`config.mk`:
```
export PLATFORM = sky130hd
export DESIGN_NAME = trigger_framer_flat
export DESIGN_NICKNAME = d
export VERILOG_FILES = /design/src/rtl/trigger_framer_if.sv /design/src/rtl/trigger_framer.sv /design/src/flat_wrapper.sv
export SDC_FILE = /design/constraint.sdc
export NUM_CORES = 1
export LEC_CHECK = 0
export ABC_AREA = 1
export BUFFER_PORTS_ARGS = -buffer_cell sky130_fd_sc_hd__buf_2
export CORE_ASPECT_RATIO = 0.75
export CORE_MARGIN = 4
export CORE_UTILIZATION = 50
export CTS_CLUSTER_SIZE = 8
export DETAILED_ROUTE_END_ITERATION = 8
export GPL_ROUTABILITY_DRIVEN = 0
export GPL_TIMING_DRIVEN = 1
export PLACE_DENSITY = 0.69
export SYNTH_ARGS = -nofsm -noshare
export SYNTH_HDL_FRONTEND = slang
export SYNTH_SLANG_ARGS = --single-unit
```
`constraint.sdc`:
```
create_clock -name clk -period 5.4 [get_ports clk]
set_clock_uncertainty 0.1 [all_clocks]
set_input_delay 0.27 -clock clk [delete_from_list [all_inputs] [get_ports clk]]
set_output_delay 0.27 -clock clk [all_outputs]
set_load 0.05 [all_outputs]
```
`src/rtl/trigger_framer_if.sv`:
```
// rtl/trigger_framer_if.sv - AXI-Stream-like frame output bundle for trigger_framer
interface trigger_framer_if;
    logic [15:0] tdata;
    logic        tuser;
    logic        tlast;
    logic        tvalid;
    logic        tready;

    modport master (output tdata, output tuser, output tlast, output tvalid, input tready);
    modport slave  (input tdata, input tuser, input tlast, input tvalid, output tready);
endinterface

```
`src/rtl/trigger_framer.sv`:
```
// rtl/trigger_framer.sv - edge/level trigger, fixed-length framer and output FIFO (optional TRIG_HYST_EN)
module trigger_framer #(
    parameter int FRAME_LEN  = 1024,
    parameter int FIFO_DEPTH = 4,
    parameter int AUTO_TO    = 65535
) (
    input  logic               clk,
    input  logic               reset_n,
    input  logic               ce_i,
    input  logic signed [15:0] s_data_i,
    input  logic               s_valid_i,
    input  logic signed [15:0] trig_level_i,
    input  logic               trig_edge_i,
    input  logic [1:0]         trig_mode_i,
    input  logic               arm_i,
    input  logic [15:0]        holdoff_i,
`ifdef TRIG_HYST_EN
    input  logic [15:0]        trig_hyst_i,
`endif
    trigger_framer_if.master   m_axis,
    output logic               busy_o,
    output logic               triggered_o,
    output logic               overflow_o
);

    localparam logic [1:0] ST_IDLE    = 2'd0;
    localparam logic [1:0] ST_ARMED   = 2'd1;
    localparam logic [1:0] ST_CAPTURE = 2'd2;
    localparam logic [1:0] ST_HOLDOFF = 2'd3;

    localparam int         AW       = $clog2(FIFO_DEPTH);
    localparam logic [15:0] LAST_IDX = 16'(FRAME_LEN - 1);
    localparam logic [15:0] AUTO_LIM = 16'(AUTO_TO);

    logic [1:0]         state_q, state_d;
    logic [15:0]        cnt_q, cnt_d;
    logic [15:0]        hold_q, hold_d;
    logic [15:0]        auto_q, auto_d;
    logic signed [15:0] prev_q, prev_d;
    logic               prev_valid_q, prev_valid_d;
    logic               triggered_q, overflow_q;

    logic single_mode, auto_mode, sample, edge_hit, auto_fire, trig_fire;
    logic go_armed, go_exit;
    logic push, push_user, push_last;

    assign single_mode = (trig_mode_i == 2'd2);
    assign auto_mode   = (trig_mode_i == 2'd0);
    assign sample      = ce_i && s_valid_i;
    assign auto_fire   = auto_mode && (auto_q == AUTO_LIM);

`ifdef TRIG_HYST_EN
    logic               rearm_q, rearm_d, rearm_hit;
    logic signed [17:0] lvl_x, cur_x, hyst_x;

    // 18-bit thresholds so level -/+ hysteresis never wraps
    assign lvl_x     = {{2{trig_level_i[15]}}, trig_level_i};
    assign cur_x     = {{2{s_data_i[15]}}, s_data_i};
    assign hyst_x    = {2'b00, trig_hyst_i};
    assign rearm_hit = trig_edge_i ? (cur_x > lvl_x + hyst_x) : (cur_x < lvl_x - hyst_x);
`endif

    // Edge compare against the previous in-ARMED sample; first sample after arming never fires
    always_comb begin
        edge_hit = 1'b0;
        if (!trig_edge_i) begin
            edge_hit = prev_valid_q && (prev_q < trig_level_i) && (s_data_i >= trig_level_i);
        end else begin
            edge_hit = prev_valid_q && (prev_q > trig_level_i) && (s_data_i <= trig_level_i);
        end
`ifdef TRIG_HYST_EN
        edge_hit = edge_hit && rearm_q;
`endif
    end

    assign trig_fire = (state_q == ST_ARMED) && sample && (edge_hit || auto_fire);

    // Capture FSM next state, counters and the FIFO push request
    always_comb begin
        state_d      = state_q;
        cnt_d        = cnt_q;
        hold_d       = hold_q;
        auto_d       = auto_q;
        prev_d       = prev_q;
        prev_valid_d = prev_valid_q;
`ifdef TRIG_HYST_EN
        rearm_d      = rearm_q;
`endif
        push         = 1'b0;
        push_user    = 1'b0;
        push_last    = 1'b0;
        go_armed     = 1'b0;
        go_exit      = 1'b0;
        if (ce_i) begin
            case (state_q)
                ST_IDLE: begin
                    if (!single_mode || arm_i) go_armed = 1'b1;
                end
                ST_ARMED: begin
                    if (s_valid_i) begin
                        if (trig_fire) begin
                            push      = 1'b1;
                            push_user = 1'b1;
                            cnt_d     = 16'd1;
                            state_d   = ST_CAPTURE;
`ifdef TRIG_HYST_EN
                            rearm_d   = 1'b0;
`endif
                        end else begin
                            prev_d       = s_data_i;
                            prev_valid_d = 1'b1;
                            if (auto_q != AUTO_LIM) auto_d = auto_q + 16'd1;
`ifdef TRIG_HYST_EN
                            if (rearm_hit) rearm_d = 1'b1;
`endif
                        end
                    end
                end
                ST_CAPTURE: begin
                    if (s_valid_i) begin
                        push      = 1'b1;
                        push_last = (cnt_q == LAST_IDX);
                        cnt_d     = cnt_q + 16'd1;
                        if (push_last) begin
                            if (holdoff_i == 16'd0) begin
                                go_exit = 1'b1;
                            end else begin
                                state_d = ST_HOLDOFF;
                                hold_d  = 16'd0;
                            end
                        end
                    end
                end
                default: begin
                    // Compare with >= so shrinking holdoff mid-count cannot strand the FSM
                    if (s_valid_i) begin
                        if ({1'b0, hold_q} + 17'd1 >= {1'b0, holdoff_i}) go_exit = 1'b1;
                        else hold_d = hold_q + 16'd1;
                    end
                end
            endcase
            if (go_exit) begin
                if (single_mode) state_d = ST_IDLE;
                else go_armed = 1'b1;
            end
            if (go_armed) begin
                state_d      = ST_ARMED;
                prev_valid_d = 1'b0;
                auto_d       = 16'd0;
`ifdef TRIG_HYST_EN
                rearm_d      = 1'b0;
`endif
            end
        end
    end

    // Input-side state registers
    always_ff @(posedge clk or negedge reset_n) begin
        if (!reset_n) begin
            state_q      <= ST_IDLE;
            cnt_q        <= 16'd0;
            hold_q       <= 16'd0;
            auto_q       <= 16'd0;
            prev_q       <= 16'sd0;
            prev_valid_q <= 1'b0;
            triggered_q  <= 1'b0;
`ifdef TRIG_HYST_EN
            rearm_q      <= 1'b0;
`endif
        end else begin
            state_q      <= state_d;
            cnt_q        <= cnt_d;
            hold_q       <= hold_d;
            auto_q       <= auto_d;
            prev_q       <= prev_d;
            prev_valid_q <= prev_valid_d;
            triggered_q  <= trig_fire;
`ifdef TRIG_HYST_EN
            rearm_q      <= rearm_d;
`endif
        end
    end

    logic [AW:0]   wr_ptr_q, rd_ptr_q, fill;
    logic [AW-1:0] newest_idx;
    logic [17:0]   mem_q [FIFO_DEPTH];
    logic [17:0]   head;
    logic          fifo_empty, fifo_full, pop, wr_en, drop;

    assign fill       = wr_ptr_q - rd_ptr_q;
    assign fifo_empty = (fill == '0);
    assign fifo_full  = (fill == (AW + 1)'(FIFO_DEPTH));
    assign pop        = !fifo_empty && m_axis.tready;
    assign wr_en      = push && (!fifo_full || pop);
    assign drop       = push && fifo_full && !pop;
    assign newest_idx = wr_ptr_q[AW-1:0] - {{(AW-1){1'b0}}, 1'b1};
    assign head       = mem_q[rd_ptr_q[AW-1:0]];

    // FIFO pointers; reset flushes any partial frame
    always_ff @(posedge clk or negedge reset_n) begin
        if (!reset_n) begin
            wr_ptr_q <= '0;
            rd_ptr_q <= '0;
        end else begin
            if (wr_en) wr_ptr_q <= wr_ptr_q + 1'b1;
            if (pop)   rd_ptr_q <= rd_ptr_q + 1'b1;
        end
    end

    // FIFO storage; a dropped final sample still terminates the frame on the newest entry
    always_ff @(posedge clk) begin
        if (wr_en) begin
            mem_q[wr_ptr_q[AW-1:0]] <= {push_user, push_last, s_data_i};
        end else if (drop && push_last) begin
            mem_q[newest_idx][16] <= 1'b1;
        end
    end

    // Sticky overflow; arm clears it unless a drop happens in the same cycle
    always_ff @(posedge clk or negedge reset_n) begin
        if (!reset_n)   overflow_q <= 1'b0;
        else if (drop)  overflow_q <= 1'b1;
        else if (arm_i) overflow_q <= 1'b0;
    end

    assign m_axis.tvalid = !fifo_empty;
    assign m_axis.tdata  = fifo_empty ? 16'd0 : head[15:0];
    assign m_axis.tlast  = !fifo_empty && head[16];
    assign m_axis.tuser  = !fifo_empty && head[17];
    assign busy_o        = (state_q == ST_CAPTURE) || (state_q == ST_HOLDOFF);
    assign triggered_o   = triggered_q;
    assign overflow_o    = overflow_q;

endmodule

```
`src/flat_wrapper.sv`:
```
// flat-port wrapper written by rule: the top's interface ports become plain ports
module trigger_framer_flat 
#(
    parameter int FRAME_LEN  = 1024,
    parameter int FIFO_DEPTH = 4,
    parameter int AUTO_TO    = 65535
)
  (clk, reset_n, ce_i, s_data_i, s_valid_i, trig_level_i, trig_edge_i, trig_mode_i, arm_i, holdoff_i, busy_o, triggered_o, overflow_o, m_axis_tdata, m_axis_tuser, m_axis_tlast, m_axis_tvalid, m_axis_tready);
  trigger_framer_if m_axis_i ();
  input  logic clk;
  input  logic reset_n;
  input  logic ce_i;
  input  logic signed [15:0] s_data_i;
  input  logic s_valid_i;
  input  logic signed [15:0] trig_level_i;
  input  logic trig_edge_i;
  input  logic [1:0] trig_mode_i;
  input  logic arm_i;
  input  logic [15:0] holdoff_i;
  output logic busy_o;
  output logic triggered_o;
  output logic overflow_o;
  output wire logic [$bits(m_axis_i.tdata)-1:0] m_axis_tdata;
  output wire logic [$bits(m_axis_i.tuser)-1:0] m_axis_tuser;
  output wire logic [$bits(m_axis_i.tlast)-1:0] m_axis_tlast;
  output wire logic [$bits(m_axis_i.tvalid)-1:0] m_axis_tvalid;
  input wire logic [$bits(m_axis_i.tready)-1:0] m_axis_tready;
  assign m_axis_tdata = m_axis_i.tdata;
  assign m_axis_tuser = m_axis_i.tuser;
  assign m_axis_tlast = m_axis_i.tlast;
  assign m_axis_tvalid = m_axis_i.tvalid;
  assign m_axis_i.tready = m_axis_tready;
  trigger_framer #(.FRAME_LEN(FRAME_LEN), .FIFO_DEPTH(FIFO_DEPTH), .AUTO_TO(AUTO_TO)) u_core (.clk(clk), .reset_n(reset_n), .ce_i(ce_i), .s_data_i(s_data_i), .s_valid_i(s_valid_i), .trig_level_i(trig_level_i), .trig_edge_i(trig_edge_i), .trig_mode_i(trig_mode_i), .arm_i(arm_i), .holdoff_i(holdoff_i), .m_axis(m_axis_i), .busy_o(busy_o), .triggered_o(triggered_o), .overflow_o(overflow_o));
endmodule
```
==> run summary, run 1 <==
The critical path goes through nand3_1 -> nor2_1 -> inv_1 -> nor4_1 -> nand2_1 -> nor3_1 -> nand3_1 -> xor2_1 -> inv_1 -> ha_1 -> inv_1 -> nor4b_1 -> nand3_1 -> nand4_1 -> nand3_2 -> nand2_2 -> nand2_2 -> a21oi_2 -> nand2_4 -> nand2_1 -> o21ai_2. Combinational cells account for 45.8% of the total power. Summing every instance area after synthesis gives 0.00883 mm2. The run gives 20.5% as the overall fraction of global-route tracks in use. The total power of the final layout came out at 4950 uW. The beginning of the worst register-to-register path was u_core.hold_q[0]$_DFFE_PN0P_.

Of the total power, the clock network draws 23.8%. The worst-skew pair later-pin latency is 0.42 ns, and the sequential group share of total power is 30.5%. Sorting the synthesized cells by area gives the leading types as sky130_fd_sc_hd__edfxtp_1, sky130_fd_sc_hd__dfrtp_1, sky130_fd_sc_hd__nand2_1. For the final number of max-transition violations, the log shows 0. The tools report the diode insertion count for antenna repair as 0. The average routed wire per standard cell came out at 14.1 um. The tools report the worst min-delay path endpoint as u_core.prev_q[4]$_DFFE_PN0P_.

Each instance of the synthesized netlist takes up on average 8.40 um2. The internal power summed over all cells was 2630 uW. The number of synthesized flops with an enable pin was 72. The critical path crosses 21 cells after its start point.

The class of the most critical hold timing path is input port to flip-flop. At the worst endpoint, the required time is 5.60 ns. In the final timing run, aggregate negative setup slack is 0 ns. The total overflow left after global routing is 0. After detailed routing, the total wire length is 19,500 um. TritonCTS built the clock tree.

The logs give 0.231 GHz for the maximum achievable frequency and 5 for the detailed-router iteration count before antenna repair. Net switching is 46.8% of the power. The number of hold-slack violations in the final timing report is 0. The run gives 6,740 as the via count of the first global-routing pass. The core region is 0.0171 mm2.

The number of nets in the synthesized netlist was 1,169; the clock-pin slew on the worst setup and hold paths was 0.07 ns. The die width is 161 um. In this run, CTS created clock tree buffers numbering 17. The estimated wirelength of the detail-placed design was 14,100 um. STA classifies the critical path endpoint as a flip-flop.

The total number of vias is 7,014. The synthesized flop and latch total was 147. The worst setup path is launched from a flip-flop. The number of standard cells after synthesis was 1,052; the clock net sink count was 147.

The arrival time reported for the critical path endpoint is 4.53 ns, and the chip height is 123 um. The clock tree root driver cell is sky130_fd_sc_hd__clkbuf_16. The detailed-route DRC error count came out at 0. After synthesis, the netlist uses 45 different library cells. Max-cap violations in this run came to 0.

After floorplanning, the core was divided into 41 placement rows. The flow ran to the end, and the final reports show no timing, DRC or antenna violations. The relative slew slack is 23.6%, and the share of async-settable or async-resettable flops after synthesis is 51.0%. The quantity of I/O buffers inserted on ports came out at 78.

The net count of the finished layout is 1,252. Number of cells on the worst hold path: 3. After synthesis, flip-flops and latches occupy 45.7% of the total area.

The setup path with the least slack is of type flip-flop to flip-flop. Slowest library cell on the worst path: sky130_fd_sc_hd__dfrtp_1. Library cell occupying the most area in the post-synthesis netlist: sky130_fd_sc_hd__edfxtp_1.

For this block, the initial DRC count from the detailed router was 576. Power spread over the standard cell area amounts to 491 mW/mm2. The layout-stage area growth over the synthesis result works out to 14.3%. Buffer levels on the longest clock path: 2. The final antenna-violating net count is 0. The worst-case IR drop observed on VDD is 0.313 mV. The post-detailed-route via-to-cell ratio came out at 5.07. The number of buffers and inverters on the critical path is 3.

79 I/O pins were placed. The net switching component of the power is 2320 uW. The die covers 0.0199 mm2. The largest fanout on the critical path is 32, and the register-to-register path setup slack is 1.07 ns.

The worst path in the final design needs a cycle of 4.33 ns, including I/O delays and setup. The first-pass GRT wire length was 33,100 um; the ratio of cells with drive above 1 in the final layout was 14.9%. The logs give 0 for the final setup violation count and 4 for the number of H-tree branching levels. The area share of the largest cell type after synthesis came out at 24.5%. Cell class contributing the biggest share of worst-path delay: simple AND/OR/NAND/NOR gates. At the pin with the least slew margin, the transition time is 1.15 ns.

Among all flip-flop cells after synthesis, the most frequent one is sky130_fd_sc_hd__dfrtp_1. The endpoint identified for the worst register-to-register timing path is u_core.auto_q[11]$_DFFE_PN0P_. The analysis attributes to cell leakage a power of 0.00490 uW. On the worst path, the slowest cell contributes a delay of 0.42 ns. Setup repair after global routing left no endpoint under its margin. For this configuration, the core starts out at a cell density of 51.7%. In this run the most critical hold path is launched from s_data_i[4].

The number of antenna violations at the first check in global routing was 0. For this run, the number of Yosys warnings is 0. The number of cells traversed by the worst register-to-register path is 21, and the post-route fraction of the period consumed by the critical path is 80.1%. Entering global routing, the biggest net connects 76 pins.
-- Yosys cell counts, types with 3 or more instances --
master                       n
sky130_fd_sc_hd__nand3_1    44
sky130_fd_sc_hd__o22ai_1    33
sky130_fd_sc_hd__o21ai_1     9
sky130_fd_sc_hd__inv_2       7
sky130_fd_sc_hd__nand2_2     8
sky130_fd_sc_hd__nor4_1      8
sky130_fd_sc_hd__nand4_1    19
sky130_fd_sc_hd__inv_1     163
sky130_fd_sc_hd__nand2_1   252
sky130_fd_sc_hd__xnor2_1     6
sky130_fd_sc_hd__nor2_2      5
sky130_fd_sc_hd__xor2_1     25
sky130_fd_sc_hd__buf_6       5
sky130_fd_sc_hd__clkbuf_1   17
sky130_fd_sc_hd__a21oi_1    27
sky130_fd_sc_hd__nand3_2     4
sky130_fd_sc_hd__buf_2       3
sky130_fd_sc_hd__nor2_1     91
sky130_fd_sc_hd__edfxtp_1   72
sky130_fd_sc_hd__ha_1       60
sky130_fd_sc_hd__o21ai_2    15
sky130_fd_sc_hd__dfrtp_1    75
sky130_fd_sc_hd__o31ai_2     4
sky130_fd_sc_hd__nor3_1     15
sky130_fd_sc_hd__o21ai_0    58
-- per-stage QoR --
step | worst slack, ns | util [%] | area (um2) | std cells | hold slack [ns]
floorplan | 1.90 | - | 8830 | 1052 | -0.126
global placement | 1.23 | 55.1 | 9420 | 1346 | 0.360
detailed placement | 1.14 | 55.1 | 9420 | 1346 | 0.366
CTS | 1.10 | 59.1 | 10100 | 1384 | 0.00769
global route | 0.603 | 59.1 | 10100 | 1384 | 0.0251
finish | 1.07 | 59.1 | 10100 | 1384 | 0.0281
-- layer usage --
metal | up-vias | share of wire [%] | global-route usage [%] | wire length [um]
li1 | 3632 | - | - | -
met2 | 151 | 44 | 31.3 | 8510
met1 | 3213 | 51 | 30.7 | 9980
met4 | 0 | 1.1 | 4.53 | 205
met3 | 18 | 4.1 | 3.87 | 804
met5 | - | 0 | 0 | 0
-- flip-flops by register name (all words and copies together) (netlist names) --
name,flops
u_core.prev_valid_q,1
u_core.prev_q,16
u_core.triggered_o,1
u_core.state_q,2
u_core.cnt_q,16
u_core.mem_q,72
u_core.rd_ptr_q,3
u_core.hold_q,16
u_core.wr_ptr_q,3
u_core.auto_q,16
u_core.overflow_o,1
-- placed cells by master (no fill, tap or decap), drive strengths merged, types with 6 or more instances in the layout --
master and count:
nand3 48, xor2 25, inv 175, nand4 20
nor3 18, nor2 97, o22ai 33, edfxtp 72
a21oi 29, clkbuf 17, o21ai 82, dlygate4sd3 6
nand2 261, buf 85, xnor2 6, nor4 9
clkinv 10, ha 60, dfrtp 75, o31ai 6
-- worst min-delay path: stages --
cell and delay (ns):
sky130_fd_sc_hd__buf_2 0.13, sky130_fd_sc_hd__nand2_1 0.06, sky130_fd_sc_hd__nand2_1 0.05
-- power groups by stage --
stage / registers, uW / clock network [uW] / logic [uW]
5_1_grt: 1540 / 1250 / 2560
4_1_cts: 1500 / 1200 / 2280
2_1_floorplan: 1480 / 0 / 1820
3_3_place_gp: 1520 / 0 / 2240
6_report: 1510 / 1180 / 2270
3_5_place_dp: 1520 / 0 / 2270
-- worst max-delay path by stage --
stage | slack, ns | from | to
after global placement | 1.23 | u_core.rd_ptr_q[1]$_DFFE_PN0P_ | u_core.mem_q[0][10]$_DFFE_PP_
after floorplan | 1.90 | u_core.rd_ptr_q[1]$_DFFE_PN0P_ | u_core.mem_q[2][0]$_DFFE_PP_
after detailed placement | 1.14 | u_core.hold_q[0]$_DFFE_PN0P_ | u_core.auto_q[7]$_DFFE_PN0P_
after CTS | 1.10 | u_core.hold_q[0]$_DFFE_PN0P_ | u_core.auto_q[11]$_DFFE_PN0P_
after global routing | 0.60 | u_core.hold_q[0]$_DFFE_PN0P_ | u_core.hold_q[0]$_DFFE_PN0P_
final | 1.07 | u_core.hold_q[0]$_DFFE_PN0P_ | u_core.auto_q[11]$_DFFE_PN0P_
-- cells by family (layout without fill, tap and decap cells) --
logic type	Yosys count	after routing	share of synthesized area [%]
DFF	147	147	45.7
xor gates and xnor gates	31	31	3.07
and+or+nand+nor	459	459	23.0
AOI/OAI and AO/OA	157	157	10.7
buffers and inverters	198	294	9.01
adders and majority gates	60	60	8.50
-- layout make-up --
cell class                      instances  area [um2]
Timing Repair Buffer                   91         505
Sequential cell                       147        4040
Fill cell                            1522        6990
Inverter                              171         642
Tap cell                              236         295
Clock buffer                           17         425
Multi-Input combinational cell        707        4000
Clock inverter                         15         190
-- repair_timing --
item / CTS / global route
hold buffers: 6 / 0
gates resized for setup: 0 / 0
buffers inserted: 0 / 0
hold endpoints to repair: 80 / 0
Note: power is estimated with default switching activity, not from simulation.
==> inputs of run 2 (changes only) <==
--- a/config.mk
+++ b/config.mk
@@ -5,7 +5,7 @@
 export SDC_FILE = /design/constraint.sdc
 export NUM_CORES = 1
 export LEC_CHECK = 0
-export ABC_AREA = 1
+export ABC_AREA = 0
 export BUFFER_PORTS_ARGS = -buffer_cell sky130_fd_sc_hd__buf_2
 export CORE_ASPECT_RATIO = 0.75
 export CORE_MARGIN = 4
@@ -14,7 +14,7 @@
 export DETAILED_ROUTE_END_ITERATION = 8
 export GPL_ROUTABILITY_DRIVEN = 0
 export GPL_TIMING_DRIVEN = 1
-export PLACE_DENSITY = 0.69
+export PLACE_DENSITY = 0.72
 export SYNTH_ARGS = -nofsm -noshare
 export SYNTH_HDL_FRONTEND = slang
 export SYNTH_SLANG_ARGS = --single-unit
==> constraint.sdc (replaced) <==
create_clock -name clk -period 3.5 [get_ports clk]
set_clock_uncertainty 0.1 [all_clocks]
set_input_delay 0.175 -clock clk [delete_from_list [all_inputs] [get_ports clk]]
set_output_delay 0.175 -clock clk [all_outputs]
set_load 0.05 [all_outputs]
==> run 2 against run 1 <==
Net effect:
- the flow now finishes with violations (DRC, setup timing)
- synthesized cell count is 29% lower
- routed wire length increased by 9.7%
- design area is 4.1% higher
- global-route usage up 2.0 points
- non-clock buffer count increased by 67
==> run summary, run 2 <==
The area share of the largest cell type after synthesis came out at 25.6% (+1.1 points). Worst-skew pair later-pin latency: 0.43 ns (about the same). The relative slew slack was 32.7% (+9.2 points); the overall fraction of global-route tracks in use was 22.5% (+2.0 points). By count the netlist is led by sky130_fd_sc_hd__dfrtp_1, sky130_fd_sc_hd__edfxtp_1, sky130_fd_sc_hd__ha_1.

The number of violations reported at the end of detailed-routing iteration 0 is 571 (-0.87%), and the yosys synthesis warning count is 0 (unchanged). The number of synthesized flops with an enable pin works out to 72 (unchanged). Final core utilization: 64.6% (+5.5 points).

The tools report the worst slack on hold paths as 0.123 ns (+0.0945 ns). The setup TNS was -0.0736 ns (-0.0736 ns). The library cells used most frequently in the layout, excluding fill and tap cells, are sky130_fd_sc_hd__buf_2, sky130_fd_sc_hd__dfrtp_1, sky130_fd_sc_hd__edfxtp_1, sky130_fd_sc_hd__ha_1.

The logs give 1,053 (-22%) for the cell count after placement and 2 (unchanged) for the buffer levels on the longest clock path. The tools report the final antenna-violating net count as 0 (unchanged). The number of hold-slack violations in the final timing report came out at 0 (unchanged). The run gives 2 (+2) as the detailed-route DRC error count.

The worst setup path is launched from a flip-flop. The average routed wire per standard cell came out at 19.1 um (+35%). Among the stages of the critical path, the cell type that occurs most often is sky130_fd_sc_hd__nor2_2.

For the finished layout cell area, the log shows 0.0105 mm2 (+4.1%). The run gives 6 (+6) as the final setup violation count. The tools report the startpoint of the tightest hold check path as ce_i. Number of antenna violations at the first check in global routing: 0 (unchanged). The logs give 0.435 mV (+39%) for the largest vdd supply drop and 79 (unchanged) for the total I/O pin count.

The ratio of cells with drive above 1 in the final layout came out at 29.2% (+14 points). sky130_fd_sc_hd__edfxtp_1 takes more of the synthesized area than any other cell. The netlist area before placement is 0.00844 mm2 (-4.5%).

TritonCTS built the clock tree. The post-layout instance count excluding filler cells is 1,121 (-19%), and the setup slack after layout is -0.0198 ns (-1.09 ns). The number of flip-flops under the largest register name was 72 (unchanged). The logs give 76 (+69%) for the number of library cell types mapped by synthesis and 33,900 um (+2.3%) for the first-pass GRT wire length. The run gives 0 (unchanged) as the global route total overflow. The tools report the total number of vias as 6,681 (-4.7%). The proportion of synthesized chip area in sequential cells was 47.9% (+2.1 points). The tools report the terminus of the critical flop-to-flop path as u_core.auto_q[9]$_DFFE_PN0P_. The total length of routed wires came out at 21,400 um (+9.7%).

Net count of the finished layout: 1,015 (-19%). The met3 global-route usage is 5.76% (+1.9 points), and the number of cells on the worst hold path is 2 (-1). Setup repair after global routing could not meet its margin everywhere.

The clock tree root driver cell was sky130_fd_sc_hd__clkbuf_16. The placeable core region is 0.0163 mm2 (-4.8%), and the layout-stage area growth over the synthesis result is 24.5%. The initial cell density of the core is 51.9% (+0.17 points), and the quantity of I/O buffers inserted on ports is 78 (unchanged). The number of placement rows is 40 (-2.4%), and the clock-pin slew on the worst setup and hold paths is 0.06 ns (about the same). The number of buffers created by CTS is 17 (unchanged), and the die footprint is 0.0190 mm2 (-4.2%). The number of H-tree branching levels is 4 (unchanged), and the arrival time reported for the critical path endpoint is 3.77 ns (-0.76 ns). The number of standard cells after synthesis came out at 744 (-29%).

The tools report the global-route track usage on met1 as 31.2% (+0.44 points). The leakage power total came out at 0.00451 uW (-7.9%). The post-route fraction of the period consumed by the critical path came out at 101% (+20 points). The largest fanout on the critical path is 5 (-84%). The worst setup path is of the flip-flop to flip-flop kind. Diode insertion count for antenna repair: 0 (unchanged). The post-synthesis area per instance came out at 11.3 um2 (+35%). Class of the most critical hold timing path: input port to flip-flop. STA classifies the critical path endpoint as a flip-flop.

Share of async-settable or async-resettable flops after synthesis: 51.0% (unchanged). By instance count, the leading cell after synthesis is sky130_fd_sc_hd__dfrtp_1. The run finished, with violations left.

For the clock net sink count, the log shows 147 (unchanged). In this run the critical register-to-register path is launched from u_core.hold_q[0]$_DFFE_PN0P_. The power density relative to cell area came out at 636 mW/mm2 (+30%).

Slowest library cell on the worst path: sky130_fd_sc_hd__or4_1. The tools report the estimated wirelength of the detail-placed design as 14,600 um (+3.4%). In the post-synthesis netlist, the biggest area contributors are sky130_fd_sc_hd__edfxtp_1, sky130_fd_sc_hd__dfrtp_1, sky130_fd_sc_hd__ha_1. The chip height was 121 um (-2.1%). The slew at the pin closest to its max-slew limit is 1.01 ns (-0.137 ns), and the pin count of the biggest net entering global routing is 76 (unchanged). Final number of max-transition violations: 0 (unchanged).

The via count of the first global-routing pass is 6,721 (-0.28%), and the stage delay of the slowest cell on the critical path is 0.41 ns (about the same). Synthesized flop and latch total: 147 (unchanged). The detailed-router iteration count before antenna repair was 8 (+3); the register-to-register path setup slack was -0.02 ns (-1.09 ns). The global routing stage identified its most utilized layer as met2. For the placement-stage cell area, the log shows 0.00939 mm2 (-0.32%).

The critical path goes through ha_4 -> nand3_4 -> nor3_4 -> nand3_2 -> nor2_2 -> xor2_1 -> ha_1 -> nand2_2 -> nor4_4 -> a221o_1 -> o31ai_4 -> buf_4 -> o21a_4 -> nor2_2 -> or4_1 -> nand2_1. The maximum achievable frequency came out at 0.284 GHz (+23%). The worst min-delay path endpoint was u_core.auto_q[7]$_DFFE_PN0P_. The number of maximum-capacitance constraint violations was 0 (unchanged); the post-detailed-route via-to-cell ratio was 5.96 (+18%). The data required time at the worst endpoint is 3.75 ns (-1.85 ns). The final reports fail on DRC, setup timing.

The number of cells traversed by the worst register-to-register path was 16 (-24%). The die width works out to 158 um (-2.1%). The run gives 861 (-26%) as the number of nets in the synthesized netlist. The register with the most flip-flops in the final layout is u_core.mem_q. The commonest non-fill, non-tap cell in the layout was sky130_fd_sc_hd__buf_2. Final period demand of the worst path: 3.52 ns (-0.807 ns). Most common flop cell mapped by yosys: sky130_fd_sc_hd__dfrtp_1. The run gives 35.9% (+4.6 points) as the routing usage on met2.
==> run 2: cell families after synthesis <==
group | synth area share, %
xor gates and xnor gates | 2.08
AOI/OAI and AO/OA | 13.2
muxes | 8.11
DFF | 47.9
and+or+nand+nor | 16.1
adders and majority gates | 8.90
buffers and inverters | 3.72
==> run 2: worst max path at each step <==
stage	slack, ns	startpoint	to	depth (start not counted)
after detailed placement	-0.08	u_core.hold_q[0]$_DFFE_PN0P_	u_core.auto_q[1]$_DFFE_PN0P_	15
after CTS	0.008	u_core.hold_q[1]$_DFFE_PN0P_	u_core.hold_q[12]$_DFFE_PN0P_	16
final	-0.02	u_core.hold_q[0]$_DFFE_PN0P_	u_core.auto_q[9]$_DFFE_PN0P_	16
after global routing	-0.17	u_core.hold_q[0]$_DFFE_PN0P_	u_core.auto_q[14]$_DFFE_PN0P_	16
after global placement	0.04	u_core.hold_q[0]$_DFFE_PN0P_	u_core.auto_q[11]$_DFFE_PN0P_	18
after floorplan	0.004	u_core.hold_q[0]$_DFFE_PN0P_	u_core.hold_q[13]$_DFFE_PN0P_	15
==> run 2: area by class of cell <==
cell class / count / area, um2
clock buffers: 19 / 443
repair buffers: 158 / 1130
clock inverters: 13 / 149
fillers: 1186 / 5760
well taps: 210 / 263
flip-flops and latches: 147 / 4040
multi-input cells: 524 / 4290
inverters: 50 / 190
==> run 2: worst max-delay path: cells and delay by family (launching register included) <==
family / cells / cell delay (ns)
flops: 1 / 0.40
buf+inv: 1 / 0.17
fa+ha+maj: 2 / 0.45
compound gates: 3 / 0.85
simple gates: 9 / 1.27
xor+xnor: 1 / 0.22
==> run 2: power breakdown <==
| group | internal, uW | total, uW | leakage [uW] | switching, uW |
|---|---|---|---|---|
| combinational | 1050 | 2720 | 0.00258 | 1680 |
| sequential | 1990 | 2130 | 0.00165 | 144 |
| clock | 1080 | 1820 | 0.000283 | 745 |
==> run 2: through the flow <==
stage / setup slack, ns / total power (uW)
global placement: 0.0367 / 4610
CTS: 0.00801 / 6590
detailed placement: -0.0840 / 4700
global route: -0.168 / 7020
floorplan: 0.00351 / 4040
finish: -0.0198 / 6680
==> run 2: what timing repair did <==
item                                    CTS  global route
hold endpoints to repair                 94             0
endpoints found under the setup margin   16           105
resized for setup                         6            49
pin swaps                                 7            28
hold buffers                             19             0
buffers inserted                          4            14
==> run 2: per-layer routing <==
| metal | routed length (um) | up-vias |
|---|---|---|
| li1 | - | 3109 |
| met1 | 9420 | 3314 |
| met2 | 10300 | 231 |
| met3 | 1460 | 27 |
| met4 | 237 | 0 |
| met5 | 0 | - |
